[config.mk]
export PLATFORM = sky130hd
export DESIGN_NAME = dcache_ctrl_flat
export DESIGN_NICKNAME = d
export VERILOG_FILES = /design/src/rtl/dcache_ctrl_if.sv /design/src/rtl/dcache_ctrl.sv /design/src/flat_wrapper.sv
export SDC_FILE = /design/constraint.sdc
export NUM_CORES = 1
export LEC_CHECK = 0
export BUFFER_PORTS_ARGS = -buffer_cell sky130_fd_sc_hd__buf_2
export CORE_ASPECT_RATIO = 1.2
export CORE_MARGIN = 10
export CORE_UTILIZATION = 38
export CTS_CLUSTER_DIAMETER = 150
export CTS_CLUSTER_SIZE = 10
export DETAILED_ROUTE_END_ITERATION = 6
export HOLD_SLACK_MARGIN = 0.12
export PLACE_DENSITY = 0.65
export RECOVER_POWER = 50
export SYNTH_ARGS = -nofsm -noshare
export SYNTH_HDL_FRONTEND = slang
export SYNTH_SLANG_ARGS = --single-unit
export TNS_END_PERCENT = 30
[constraint.sdc]
create_clock -name clk -period 4.4 [get_ports clk]
set_input_delay 0.22 -clock clk [delete_from_list [all_inputs] [get_ports clk]]
set_output_delay 0.22 -clock clk [all_outputs]
set_load 0.1 [all_outputs]
[src/rtl/dcache_ctrl_if.sv]
// Request/response bundle between the store/load buffer, the data-cache controller
// and the byte-wide memory-controller port.
interface dcache_ctrl_if #(
  parameter int NICK_W = 4,
  parameter int ADDR_W = 32,
  parameter int DATA_W = 32
);
  logic              iSLB_en;
  logic              iSLB_ls;
  logic [NICK_W-1:0] iSLB_nick;
  logic [2:0]        iSLB_len;
  logic [ADDR_W-1:0] iSLB_addr;
  logic [DATA_W-1:0] iSLB_dt;
  logic              oSLB_en;
  logic              oSLB_done;
  logic [NICK_W-1:0] oSLB_nick;
  logic [DATA_W-1:0] oSLB_dt;
  logic              oMC_req;
  logic              iMC_gnt;
  logic              oMC_wr;
  logic [ADDR_W-1:0] oMC_addr;
  logic [7:0]        oMC_dt;
  logic [7:0]        iMC_dt;

  // The cache controller is the responder; the master side is the SLB plus memory model.
  modport slave (
    input  iSLB_en, iSLB_ls, iSLB_nick, iSLB_len, iSLB_addr, iSLB_dt, iMC_gnt, iMC_dt,
    output oSLB_en, oSLB_done, oSLB_nick, oSLB_dt, oMC_req, oMC_wr, oMC_addr, oMC_dt
  );
  modport master (
    output iSLB_en, iSLB_ls, iSLB_nick, iSLB_len, iSLB_addr, iSLB_dt, iMC_gnt, iMC_dt,
    input  oSLB_en, oSLB_done, oSLB_nick, oSLB_dt, oMC_req, oMC_wr, oMC_addr, oMC_dt
  );
endinterface

[src/rtl/dcache_ctrl.sv]
// Data-cache controller: serialises one SLB load/store into byte accesses on the
// shared memory port and returns assembled little-endian load words.
module dcache_ctrl #(
  parameter int NICK_W = 4,
  parameter int ADDR_W = 32,
  parameter int DATA_W = 32
) (
  input  logic          clk,
  input  logic          rst,
  input  logic          rdy,
  input  logic          clr,
  dcache_ctrl_if.slave  bus
);
  typedef enum logic [1:0] {IDLE, REQ, XFER, DRAIN} state_t;

  state_t            state, state_nxt;
  logic              ls_q, ls_nxt;
  logic [NICK_W-1:0] nick_q, nick_nxt;
  logic [2:0]        len_q, len_nxt;
  logic [ADDR_W-1:0] addr_q, addr_nxt;
  logic [DATA_W-1:0] dt_q, dt_nxt;
  logic [DATA_W-1:0] acc_q, acc_nxt;
  logic [2:0]        cnt_q, cnt_nxt;
  logic              done_q, done_nxt;
  logic [NICK_W-1:0] rnick_q, rnick_nxt;
  logic [DATA_W-1:0] rdt_q, rdt_nxt;
  logic              req_q, req_nxt;
  logic              wr_q, wr_nxt;
  logic [ADDR_W-1:0] maddr_q, maddr_nxt;
  logic [7:0]        mdt_q, mdt_nxt;
  logic              accept, last_byte;
  logic [1:0]        cap_idx, nxt_idx;

  assign bus.oSLB_en   = (state == IDLE) & ~rst & ~clr & rdy;
  assign bus.oSLB_done = done_q;
  assign bus.oSLB_nick = rnick_q;
  assign bus.oSLB_dt   = rdt_q;
  assign bus.oMC_req   = req_q;
  assign bus.oMC_wr    = wr_q;
  assign bus.oMC_addr  = maddr_q;
  assign bus.oMC_dt    = mdt_q;

  assign accept    = bus.iSLB_en & bus.oSLB_en;
  assign last_byte = (cnt_q == len_q - 3'd1);
  // In DRAIN cnt equals len, so the 2-bit wrap of cnt-1 still names the final byte.
  assign cap_idx   = cnt_q[1:0] - 2'd1;
  assign nxt_idx   = cnt_q[1:0] + 2'd1;

  always_ff @(posedge clk) begin
    if (rst) begin
      state   <= IDLE;
      ls_q    <= 1'b0;
      nick_q  <= '0;
      len_q   <= '0;
      addr_q  <= '0;
      dt_q    <= '0;
      acc_q   <= '0;
      cnt_q   <= '0;
      done_q  <= 1'b0;
      rnick_q <= '0;
      rdt_q   <= '0;
      req_q   <= 1'b0;
      wr_q    <= 1'b0;
      maddr_q <= '0;
      mdt_q   <= '0;
    end else begin
      state   <= state_nxt;
      ls_q    <= ls_nxt;
      nick_q  <= nick_nxt;
      len_q   <= len_nxt;
      addr_q  <= addr_nxt;
      dt_q    <= dt_nxt;
      acc_q   <= acc_nxt;
      cnt_q   <= cnt_nxt;
      done_q  <= done_nxt;
      rnick_q <= rnick_nxt;
      rdt_q   <= rdt_nxt;
      req_q   <= req_nxt;
      wr_q    <= wr_nxt;
      maddr_q <= maddr_nxt;
      mdt_q   <= mdt_nxt;
    end
  end

  // A flush kills loads anywhere and stores still waiting for grant; a granted store is committed.
  always_comb begin
    state_nxt = state;
    if (rdy) begin
      case (state)
        IDLE:  if (accept) state_nxt = REQ;
        REQ:   if (clr) state_nxt = IDLE;
               else if (bus.iMC_gnt) state_nxt = XFER;
        XFER:  if (clr && !ls_q) state_nxt = IDLE;
               else if (last_byte) state_nxt = ls_q ? IDLE : DRAIN;
        DRAIN: state_nxt = IDLE;
      endcase
    end
  end

  // Memory-port outputs are registered, so each step prepares the byte for the next cycle.
  always_comb begin
    ls_nxt    = ls_q;
    nick_nxt  = nick_q;
    len_nxt   = len_q;
    addr_nxt  = addr_q;
    dt_nxt    = dt_q;
    acc_nxt   = acc_q;
    cnt_nxt   = cnt_q;
    done_nxt  = done_q;
    rnick_nxt = rnick_q;
    rdt_nxt   = rdt_q;
    req_nxt   = req_q;
    wr_nxt    = wr_q;
    maddr_nxt = maddr_q;
    mdt_nxt   = mdt_q;
    if (rdy) begin
      done_nxt = 1'b0;
      case (state)
        IDLE: begin
          if (accept) begin
            ls_nxt   = bus.iSLB_ls;
            nick_nxt = bus.iSLB_nick;
            len_nxt  = bus.iSLB_len;
            addr_nxt = bus.iSLB_addr;
            dt_nxt   = bus.iSLB_dt;
            acc_nxt  = '0;
            cnt_nxt  = '0;
            req_nxt  = 1'b1;
            wr_nxt   = 1'b0;
          end
        end
        REQ: begin
          if (clr) begin
            req_nxt = 1'b0;
          end else if (bus.iMC_gnt) begin
            cnt_nxt   = '0;
            maddr_nxt = addr_q;
            mdt_nxt   = dt_q[7:0];
            wr_nxt    = ls_q;
          end
        end
        XFER: begin
          if (cnt_q != 3'd0) acc_nxt[8*cap_idx +: 8] = bus.iMC_dt;
          if ((clr && !ls_q) || last_byte) begin
            req_nxt = 1'b0;
            wr_nxt  = 1'b0;
            cnt_nxt = (clr || ls_q) ? 3'd0 : cnt_q + 3'd1;
          end else begin
            cnt_nxt   = cnt_q + 3'd1;
            maddr_nxt = addr_q + ADDR_W'(nxt_idx);
            mdt_nxt   = dt_q[8*nxt_idx +: 8];
          end
        end
        DRAIN: begin
          acc_nxt[8*cap_idx +: 8] = bus.iMC_dt;
          cnt_nxt = '0;
          if (!clr) begin
            done_nxt  = 1'b1;
            rnick_nxt = nick_q;
            rdt_nxt   = acc_nxt;
          end
        end
      endcase
    end
  end
endmodule

[src/flat_wrapper.sv]
// flat-port wrapper written by rule: the top's interface ports become plain ports
module dcache_ctrl_flat 
#(
  parameter int NICK_W = 4,
  parameter int ADDR_W = 32,
  parameter int DATA_W = 32
)
  (clk, rst, rdy, clr, bus_iSLB_en, bus_iSLB_ls, bus_iSLB_nick, bus_iSLB_len, bus_iSLB_addr, bus_iSLB_dt, bus_iMC_gnt, bus_iMC_dt, bus_oSLB_en, bus_oSLB_done, bus_oSLB_nick, bus_oSLB_dt, bus_oMC_req, bus_oMC_wr, bus_oMC_addr, bus_oMC_dt);
  dcache_ctrl_if #(.NICK_W(NICK_W), .ADDR_W(ADDR_W), .DATA_W(DATA_W)) bus_i ();
  input  logic clk;
  input  logic rst;
  input  logic rdy;
  input  logic clr;
  input wire logic [$bits(bus_i.iSLB_en)-1:0] bus_iSLB_en;
  input wire logic [$bits(bus_i.iSLB_ls)-1:0] bus_iSLB_ls;
  input wire logic [$bits(bus_i.iSLB_nick)-1:0] bus_iSLB_nick;
  input wire logic [$bits(bus_i.iSLB_len)-1:0] bus_iSLB_len;
  input wire logic [$bits(bus_i.iSLB_addr)-1:0] bus_iSLB_addr;
  input wire logic [$bits(bus_i.iSLB_dt)-1:0] bus_iSLB_dt;
  input wire logic [$bits(bus_i.iMC_gnt)-1:0] bus_iMC_gnt;
  input wire logic [$bits(bus_i.iMC_dt)-1:0] bus_iMC_dt;
  output wire logic [$bits(bus_i.oSLB_en)-1:0] bus_oSLB_en;
  output wire logic [$bits(bus_i.oSLB_done)-1:0] bus_oSLB_done;
  output wire logic [$bits(bus_i.oSLB_nick)-1:0] bus_oSLB_nick;
  output wire logic [$bits(bus_i.oSLB_dt)-1:0] bus_oSLB_dt;
  output wire logic [$bits(bus_i.oMC_req)-1:0] bus_oMC_req;
  output wire logic [$bits(bus_i.oMC_wr)-1:0] bus_oMC_wr;
  output wire logic [$bits(bus_i.oMC_addr)-1:0] bus_oMC_addr;
  output wire logic [$bits(bus_i.oMC_dt)-1:0] bus_oMC_dt;
  assign bus_i.iSLB_en = bus_iSLB_en;
  assign bus_i.iSLB_ls = bus_iSLB_ls;
  assign bus_i.iSLB_nick = bus_iSLB_nick;
  assign bus_i.iSLB_len = bus_iSLB_len;
  assign bus_i.iSLB_addr = bus_iSLB_addr;
  assign bus_i.iSLB_dt = bus_iSLB_dt;
  assign bus_i.iMC_gnt = bus_iMC_gnt;
  assign bus_i.iMC_dt = bus_iMC_dt;
  assign bus_oSLB_en = bus_i.oSLB_en;
  assign bus_oSLB_done = bus_i.oSLB_done;
  assign bus_oSLB_nick = bus_i.oSLB_nick;
  assign bus_oSLB_dt = bus_i.oSLB_dt;
  assign bus_oMC_req = bus_i.oMC_req;
  assign bus_oMC_wr = bus_i.oMC_wr;
  assign bus_oMC_addr = bus_i.oMC_addr;
  assign bus_oMC_dt = bus_i.oMC_dt;
  dcache_ctrl #(.NICK_W(NICK_W), .ADDR_W(ADDR_W), .DATA_W(DATA_W)) u_core (.clk(clk), .rst(rst), .rdy(rdy), .clr(clr), .bus(bus_i));
endmodule
==> run summary <==
PLACED DESIGN
------------------------------------------------------------------------------------------------------
Buffers added on ports                                                                             165
Placer's final routability congestion estimate                                                   0.793
Sum of net half-perimeters after detailed placement                                            17.5 mm

POWER
------------------------------------------------------------------------------------------------------
Psw                                                                                             905 uW
Power share of the sequential group                                                              47.1%
Internal power contribution                                                                    2.83 mW
Power density over the cells                                                                348 nW/um2
Static power due to leakage                                                                    3.89 nW
Switching share of power                                                                         24.2%
VDD IR max                                                                                    0.265 mV
Post-layout power                                                                              3.74 mW
Clock power frac                                                                                 45.2%
Combinational Power Share                                                                         7.7%

ROUTE
------------------------------------------------------------------------------------------------------
Number of antenna-violating nets in the routed design                                                0
Total wire length                                                                              26.1 mm
Number of design rule violations left after detail routing                                           0
Avg Vias per Cell                                                                                 5.54
Average wire length per cell after detail routing                                              17.7 um
Violation count after the first detailed-route iteration                                           577
First-pass iteration count of the detailed router                                                    5
Total vias in the final route                                                                     8142

TIMING
------------------------------------------------------------------------------------------------------
Number of setup violations in the final report                                                       0
Ratio of final minimum period to clock period                                                    69.1%
Max transition margin                                                                           -7.28%
Final hold viol count                                                                                0
Final Slew Violations                                                                               38
Maximum clock skew at final layout                                                           0.0117 ns
Worst-margin pin slew                                                                          1.61 ns
Hold slack final                                                                              0.283 ns
Setup TNS after final layout                                                                      0 ns
RSZ-0062 raised after global routing                                                                no
Fin crit period                                                                                3.04 ns
Top achievable clock speed                                                                   0.329 GHz

DIE
------------------------------------------------------------------------------------------------------
Die area                                                                                     28800 um2
Site Rows                                                                                           59
Die outline height                                                                              184 um
Std-Cell Core Area                                                                           21900 um2
Die Span X                                                                                      157 um
Initial core utilization                                                                         39.0%
I/O pins                                                                                           166

FINISH
------------------------------------------------------------------------------------------------------
Fin nets                                                                                          1284
Filler cells                                                                                      2172
Synth-to-Final Area Change                                                                       26.1%
Layout cell share with drive strength beyond 1                                                   14.8%
ANT cells                                                                                            0

CLOCK TREE
------------------------------------------------------------------------------------------------------
Clk Latency, worst-skew pair                                                                   0.43 ns
Total number of H-tree levels                                                                        4
Number of buffers inserted for hold repair after clock tree synthesis                               73
Post-CTS setup repair buffer count                                                                   0
Number of buffers inserted during clock tree synthesis                                              17
CTS max path bufs                                                                                    2
Resize count post-CTS                                                                                0
Root buffer cell                                                                             clkbuf_16
# clock sinks                                                                                      188
Clock transition at the register clock pins on the worst setup and hold paths after CTS        0.07 ns
CTS tree                                                                                           yes

YOSYS
------------------------------------------------------------------------------------------------------
Most used DFF post-synth                                                                       dfxtp_1
Post-synthesis cell type with the largest combined area                                        dfxtp_1
Asr flop ratio synth                                                                                0%
Net count after synthesis                                                                         1096
Post-synthesis area per instance                                                              8.57 um2
Number of warnings printed during yosys synthesis                                                    0
Biggest area contributors in the synthesized netlist                                      dfxtp_1 (44%), nand2_1 (9.8%), nand3_1 (4.1%), a22oi_1 (3.6%), a22o_1 (3.5%)
Post-Synthesis Cell Area                                                                      8520 um2
Count of distinct cell types in the synthesized netlist                                             59
Yosys reg bits                                                                                     188
Share of Yosys cell area claimed by the top area cell type                                       44.2%
Post-synthesis sequential area ratio                                                             44.2%
Syn Inst Count                                                                                     995
Number of enable flip-flop cells after synthesis                                                     0

GLOBAL ROUTE
------------------------------------------------------------------------------------------------------
Largest net degree at the start of global routing                                                   74
Global routing usage summed across all routing layers                                            17.9%
First-pass GRT wire length                                                                     42.1 mm
Antenna violations before repair                                                                     0
Overall overflow remaining after global route                                                        0
Vias in the first global route                                                                    7894

RUN STATUS
------------------------------------------------------------------------------------------------------
Outcome                                                                                   finished, violations left
Violations in the final reports                                                           capacitance limit, slew limit

SETUP PATH
------------------------------------------------------------------------------------------------------
Worst setup path category                                                                   reg -> reg
Required @ worst endpoint                                                                      4.74 ns
Worst Setup End Kind                                                                         flip-flop
Critical path, cell by cell                                                               inv_1, ha_1, ha_1, a21oi_1, or4_1, or4_1, a311oi_2
Maximum fanout along the worst path                                                                 19
Largest stage delay on the critical path                                                       0.73 ns
Crit-path slowest cell                                                                           or4_1
Critical path launch point type                                                              flip-flop
Worst path arrival time                                                                        3.38 ns

MIN PATH
------------------------------------------------------------------------------------------------------
Worst Hold Class                                                                             in -> reg

RUN
------------------------------------------------------------------------------------------------------
Max cap viols                                                                                        1

==> sequential cells by signal, summed over array words and instances, names as in the netlist <==
name and count:
u_core.cnt_q 3, u_core.ls_q 1, u_core.bus.oMC_wr 1, u_core.nick_q 4
u_core.acc_q 32, u_core.dt_q 32, u_core.bus.oSLB_done 1, u_core.addr_q 32
u_core.bus.oMC_req 1, u_core.bus.oMC_dt 8, u_core.len_q 3, u_core.bus.oMC_addr 32
u_core.state 2, u_core.bus.oSLB_dt 32, u_core.bus.oSLB_nick 4
==> cells in the mapped netlist (10+ instances only) <==
| cell | n |
|---|---|
| nand2_1 | 223 |
| dfxtp_1 | 188 |
| nand3_1 | 70 |
| clkbuf_1 | 64 |
| a21oi_1 | 42 |
| a22oi_1 | 41 |
| a31oi_1 | 41 |
| nor2_1 | 40 |
| a22o_1 | 34 |
| inv_1 | 21 |
| o31ai_1 | 20 |
| or4_1 | 20 |
| a211oi_2 | 18 |
| ha_1 | 14 |
| a311oi_2 | 13 |
| buf_1 | 12 |
| mux2i_1 | 11 |
| o21ai_0 | 10 |
==> through the flow <==
step / worst slack [ns] / utilization, % / area, um2 / std cells
6_report: 1.36 / 49.2 / 10700 / 1470
5_1_grt: 1.19 / 49.2 / 10700 / 1470
4_1_cts: 1.37 / 49.7 / 10900 / 1470
3_5_place_dp: 1.39 / 43.4 / 9480 / 1365
3_3_place_gp: 1.45 / 43.4 / 9480 / 1365
2_1_floorplan: 0.951 / - / 8530 / 995
==> worst max-delay path: cells and delay by family, from the launching register on <==
family	cells	cell delay, ns
AO/OA/AOI/OAI	2	0.39
adder cells (fa/ha/maj)	2	0.63
AND/OR/NAND/NOR	2	1.36
flip-flops	1	0.45
buffers and inverters	1	0.12
==> placed cells by master (no fill, tap or decap), types with 10 or more instances in the layout <==
master         Yosys  final
buf_2              3     85
o21ai_0           10     10
nor2_1            40     40
buf_4              0     16
clkbuf_1          64     81
dfxtp_1          188    188
a22o_1            34     34
clkbuf_16          0     17
mux2i_1           11     11
a21oi_1           42     42
dlygate4sd3_1      0     73
ha_1              14     14
or4_1             20     20
nand2_1          223    222
inv_1             21     21
o31ai_1           20     20
a211oi_2          18     18
a31oi_1           41     41
a22oi_1           41     41
a311oi_2          13     13
nand3_1           70     70
==> worst paths after layout <==
path                                            from                                   end  slack (ns)  cells past startpoint
setup / recovery        u_core.cnt_q[1]$_SDFFE_PP0P_  u_core.bus.oMC_addr[31]$_SDFFE_PP0P_        1.36                      7
hold / removal                         bus_iMC_dt[1]         u_core.acc_q[17]$_SDFFE_PP0P_        0.28                      4
setup reg to reg        u_core.cnt_q[1]$_SDFFE_PP0P_  u_core.bus.oMC_addr[31]$_SDFFE_PP0P_        1.36                      7
hold reg to reg   u_core.bus.oSLB_dt[1]$_SDFFE_PP0P_    u_core.bus.oSLB_dt[1]$_SDFFE_PP0P_        0.45                      2
==> cell families after synthesis <==
kind of cell	share of synthesized area, %
xor+xnor	1.31
mux	1.42
buf+inv	5.28
simple gates	22.3
compound gates	23.3
fa+ha+maj	2.29
flops	44.2
==> power groups by stage <==
stage	Combinational, mW	Sequential (mW)	Clock [mW]
floorplan	0.119	1.83	0
global placement	0.238	1.80	0
detailed placement	0.240	1.80	0
CTS	0.291	1.76	1.72
global route	0.314	1.76	1.79
finish	0.289	1.76	1.69
==> area by class of cell <==
type	instances	area (um2)	share of cell area (%)
Clock buffer	19	443	4.12
Inverter	22	82.6	0.768
Tap cell	274	343	3.19
Sequential cell	188	3760	35.0
Multi-Input combinational cell	700	4340	40.3
Clock inverter	13	203	1.89
Timing Repair Buffer	254	1580	14.7
==> per-layer routing <==
metal	share of wire, %	vias up	track usage [%]
met1	43	3830	22.0
met4	2.0	0	5.33
met5	0	-	0
li1	-	3982	-
met3	7.6	36	5.22
met2	48	294	29.5
No activity file was read; power rests on OpenSTA's default activity.
